--- src/rtl/regfile_rdport.sv ---
// 32-entry MIPS register file: one write port, two registered read ports with
// same-edge write bypass, hardwired $0 and a one-cycle read-valid pulse.
module regfile_rdport #(
    parameter int DATA_W = 32,
    parameter int ADDR_W = 5
) (
    input  logic              clk,
    input  logic              rst_n,
    input  logic              re,
    input  logic [ADDR_W-1:0] ra1,
    input  logic [ADDR_W-1:0] ra2,
    output logic [DATA_W-1:0] rd1,
    output logic [DATA_W-1:0] rd2,
    output logic              rvalid,
    input  logic              we,
    input  logic [ADDR_W-1:0] wa,
    input  logic [DATA_W-1:0] wd
);

    localparam int DEPTH = 2 ** ADDR_W;

    logic [DATA_W-1:0] mem [DEPTH];
    logic [DATA_W-1:0] rsel1;
    logic [DATA_W-1:0] rsel2;
    logic [DATA_W-1:0] rd1_p1;
    logic [DATA_W-1:0] rd2_p1;
    logic              vld_p1;

    // $0 wins over bypass, bypass wins over stored contents
    function automatic logic [DATA_W-1:0] read_sel(
        input logic [ADDR_W-1:0] a,
        input logic              w_en,
        input logic [ADDR_W-1:0] w_addr,
        input logic [DATA_W-1:0] w_data,
        input logic [DATA_W-1:0] stored
    );
        if (a == '0)
            return '0;
        else if (w_en && (w_addr == a))
            return w_data;
        else
            return stored;
    endfunction

    always_comb begin
        rsel1 = read_sel(ra1, we, wa, wd, mem[ra1]);
        rsel2 = read_sel(ra2, we, wa, wd, mem[ra2]);
    end

    always_ff @(posedge clk or negedge rst_n) begin
        if (!rst_n) begin
            for (int i = 0; i < DEPTH; i++)
                mem[i] <= '0;
        end else if (we && (wa != '0)) begin
            mem[wa] <= wd;
        end
    end

    // Stage p1: operand latches; re=0 holds a snapshot of the last read
    always_ff @(posedge clk or negedge rst_n) begin
        if (!rst_n) begin
            rd1_p1 <= '0;
            rd2_p1 <= '0;
            vld_p1 <= 1'b0;
        end else begin
            vld_p1 <= re;
            if (re) begin
                rd1_p1 <= rsel1;
                rd2_p1 <= rsel2;
            end
        end
    end

    assign rd1    = rd1_p1;
    assign rd2    = rd2_p1;
    assign rvalid = vld_p1;

endmodule

--- config.mk ---
export PLATFORM = sky130hd
export DESIGN_NAME = regfile_rdport
export DESIGN_NICKNAME = d
export VERILOG_FILES = /design/src/rtl/regfile_rdport.sv
export SDC_FILE = /design/constraint.sdc
export NUM_CORES = 2
export LEC_CHECK = 0
export ABC_AREA = 1
export BUFFER_PORTS_ARGS = -buffer_cell sky130_fd_sc_hd__buf_2
export CORE_MARGIN = 2
export CORE_UTILIZATION = 40
export CTS_BUF_LIST = sky130_fd_sc_hd__clkbuf_2
export DETAILED_ROUTE_END_ITERATION = 7
export SLEW_MARGIN = 20
export SYNTH_ARGS = -nofsm -noshare
export SYNTH_HDL_FRONTEND = slang
export SYNTH_SLANG_ARGS = --single-unit
--- constraint.sdc ---
create_clock -name clk -period 1.2 [get_ports clk]
set_input_delay 0.12 -clock clk [delete_from_list [all_inputs] [get_ports clk]]
set_output_delay 0.12 -clock clk [all_outputs]
set_load 0.05 [all_outputs]
==> metrics.md <==
| Metric | Value |
|---|---|
| Placement Setup Slack | -0.781 ns |
| First-pass GRT wire length | 382 mm |
| Reg2Reg Depth | 11 |
| Tmin final | 2.63 ns |
| Fin util | 51.4% |
| Max-slew violations | 0 |
| Clock skew | 0.153 ns |
| CP bufs+invs | 1 |
| Finished Cell Area | 79200 um^2 |
| CTS root buffer | clkbuf_2 |
| Top cell type's share of synthesized area | 44.0% |
| Period utilization | 219% |
| Worst-path clk slew | 0.10 ns |
| I/O pin total | 116 |
| CTS sink count | 1089 |
| Failing checks | hold timing, setup timing |
| Final setup TNS | -111.93 ns |
| RSZ-0062 raised after global routing | yes |
| CP delay by family, top | flip-flops |
| Crit path max-delay cell type | dfrtp_1 |
| MaxCap Viol Count | 0 |
| Type of element capturing the critical path | output pin |
| CP Max Fanout | 2 |
| Final #Nets | 10.2k |
| Fin cells | 12.4k |
| Logic depth of the worst path, buffers included | 1 |
| Ranking of synthesized cells by area | dfrtp_1 44%, nand2_1 23%, nand3_1 9.3%, o21ai_0 7.8%, nor2_1 5.5% |
| Worst slew pin tran | 1.35 ns |
| Total leakage power | 40.4 nW |
| Post-Route WL | 253 mm |
| Crit-path cells | buf_8 |
| Iteration-0 DRC count of the detailed router | 7315 |
| Post-synth ARST share | 100% |
| Row cnt | 144 |
| Ys flop type | dfrtp_1 |
| Kind of start point of the critical path | register |
| Worst hold stages | 13 |
| Hold WS | -0.116 ns |
| Largest net degree at the start of global routing | 85 |
| Synthesis warning total | 0 |
| Peak supply drop | 1100 uV |
| Gpl congestion | 0.919 |
| Rel. slew slack | 10.0% |
| Core area | 154000 um^2 |
| DP Wirelength | 159 mm |
| Avg WL per Cell | 20.4 um |
| Via Count | 67.0k |
| Vias per std cell | 5.40 |
| PortBufs | 115 |
| Die Area | 158000 um^2 |
| Setup slack after layout | -1.43 ns |
| Max Clock Freq | 0.381 GHz |
| Die Y | 398 um |
| Layout cells sized above 1 | 21.0% |
| Req. time, crit path | 1.08 ns |
| Number of global-route vias before repair | 63.9k |
| Power density over the cells | 1320 nW/um^2 |
| Commonest cells post-synth | 3874 x nand2_1, 1154 x nand3_1, 1089 x dfrtp_1 |
| Synth cell types | 23 |
| DR pass1 iterations | 7 |
| CTS tree | done |
| # setup viols final | 150 |
| DRC Markers | 0 |
| Placed inst area | 71500 um^2 |
| Register area share after synthesis | 44.0% |
| HP Class | in2reg |
| Avg Inst Size Synth | 6.52 um^2 |
| Fin. Hold Viols | 21 |
| Later-pin clock latency in the skew report | 1.91 ns |
| H-tree depth | 5 |
| Initial antenna violation count | 5 |
| Worst path arrival time | 2.51 ns |
| Worst Path Class, Setup | reg2out |
| Syn nets | 9561 |
| Layout Area Growth over Synthesis | 27.7% |
| #FFs+latches synth | 1089 |
| Starting Density | 40.2% |
| Largest area contributor in the netlist | dfrtp_1 |
| Status | finished, violations left |
| Mapped Cells | 9510 |
| Final total power | 105 mW |
| Total congestion overflow | 0 |
| Remaining antenna violation count | 0 |
| Synthesized area | 62000 um^2 |
| Total GRT Usage | 31.4% |
| Most instantiated library cell after synthesis | nand2_1 |
| CTS buffer count | 318 |
| Clock tree buffer depth | 4 |
| Die Wd | 398 um |
| CP peak stage delay | 0.44 ns |
| Placed insts | 11.6k |
| EDFF count, synth | 0 |
## worst register-to-register path, stage by stage (launching register included)
cell and delay, ns:
dfrtp_1 0.40, buf_6 0.12, nand2_2 0.05, nand2_1 0.06, nor2_2 0.12, nor2_2 0.05
nand2_1 0.09, nand3_2 0.11, nand2_2 0.13, nand2_1 0.05, nand2_1 0.05, nand2_1 0.05
## layout make-up
cell class	instances	area [um^2]
diodes	6	15.0
fillers	15000	74900
inverters	690	2630
multi-input cells	6981	31600
clock buffers	460	2300
flip-flops and latches	1089	27300
repair buffers	1088	12500
clock inverters	62	290
well taps	2044	2560
## where the power goes
group / internal (mW) / switching, mW
clock network: 10.5 / 17.0
registers: 43.2 / 4.40
logic: 12.0 / 17.7
total: 65.7 / 39.1
## repair_timing
action | CTS | global route
setup endpoints to repair | 128 | 996
endpoints found under the hold margin | 2146 | 948
pin swaps | 248 | 345
hold buffers | 163 | 20
gates resized for setup | 398 | 449
setup buffers | 32 | 95
## cell usage in the layout (no fill, tap or decap), types with 2 or more instances in the layout
cell / Yosys / layout
buf_6: 0 / 78
o22ai_1: 6 / 6
bufinv_16: 0 / 2
buf_12: 0 / 293
nand2_1: 3874 / 3662
dfrtp_1: 1089 / 1078
inv_1: 683 / 514
dfrtp_2: 0 / 11
dlymetal6s4s_1: 0 / 2
nor3_4: 3 / 5
buf_2: 193 / 42
nand3_2: 0 / 288
clkbuf_4: 0 / 2
inv_4: 0 / 2
buf_4: 4 / 502
inv_6: 0 / 2
diode_2: 0 / 6
inv_8: 0 / 3
nand3_4: 0 / 21
nor3_2: 8 / 6
nand2_4: 0 / 43
nor2_1: 903 / 872
buf_8: 0 / 7
dlygate4sd3_1: 0 / 159
a21oi_1: 2 / 2
clkinv_1: 2 / 50
nand2_2: 30 / 199
clkbuf_2: 1 / 462
nand3_1: 1154 / 845
inv_2: 5 / 174
o21ai_0: 966 / 568
nor2_4: 0 / 4
clkinv_2: 0 / 5
nand4_1: 2 / 2
o21ai_1: 30 / 428
nor2_2: 0 / 27
## layer usage
metal / GRT usage [%] / vias to the layer above / wire (um)
li1: - / 31100 / -
met1: 41.4 / 31600 / 103000
met2: 48.3 / 3554 / 112000
met3: 6.89 / 787 / 25100
met4: 16.4 / 0 / 13200
met5: 0 / - / 0
## final timing paths
check,start,slack (ns),end
max,rd1[10],-1.43,rd1[10]
min,ra1[1],-0.12,rd1[10]
max reg2reg,mem[670],-0.22,rd2[30]
min reg2reg,mem[1012],0.40,mem[1012]
max in group asynchronous,rst_n,0.07,mem[534]
min in group asynchronous,rst_n,0.15,mem[63]
## kinds of logic (layout without fill, tap and decap cells)
group                     Yosys count  after routing  synth area share, %
and+or+nand+nor                  5976           5976                 38.8
buffers and inverters            1440           2300                 9.13
DFF                              1089           1089                 44.0
AOI/OAI and AO/OA                1004           1004                 8.12
xor gates and xnor gates            1              1               0.0141
other                               0              6                    0
## flip-flops by register name, summed over array words and instances (netlist names)
signal  flops
mem      1024
rd1        32
rd2        32
rvalid      1
Note: power is estimated with default switching activity, not from simulation.
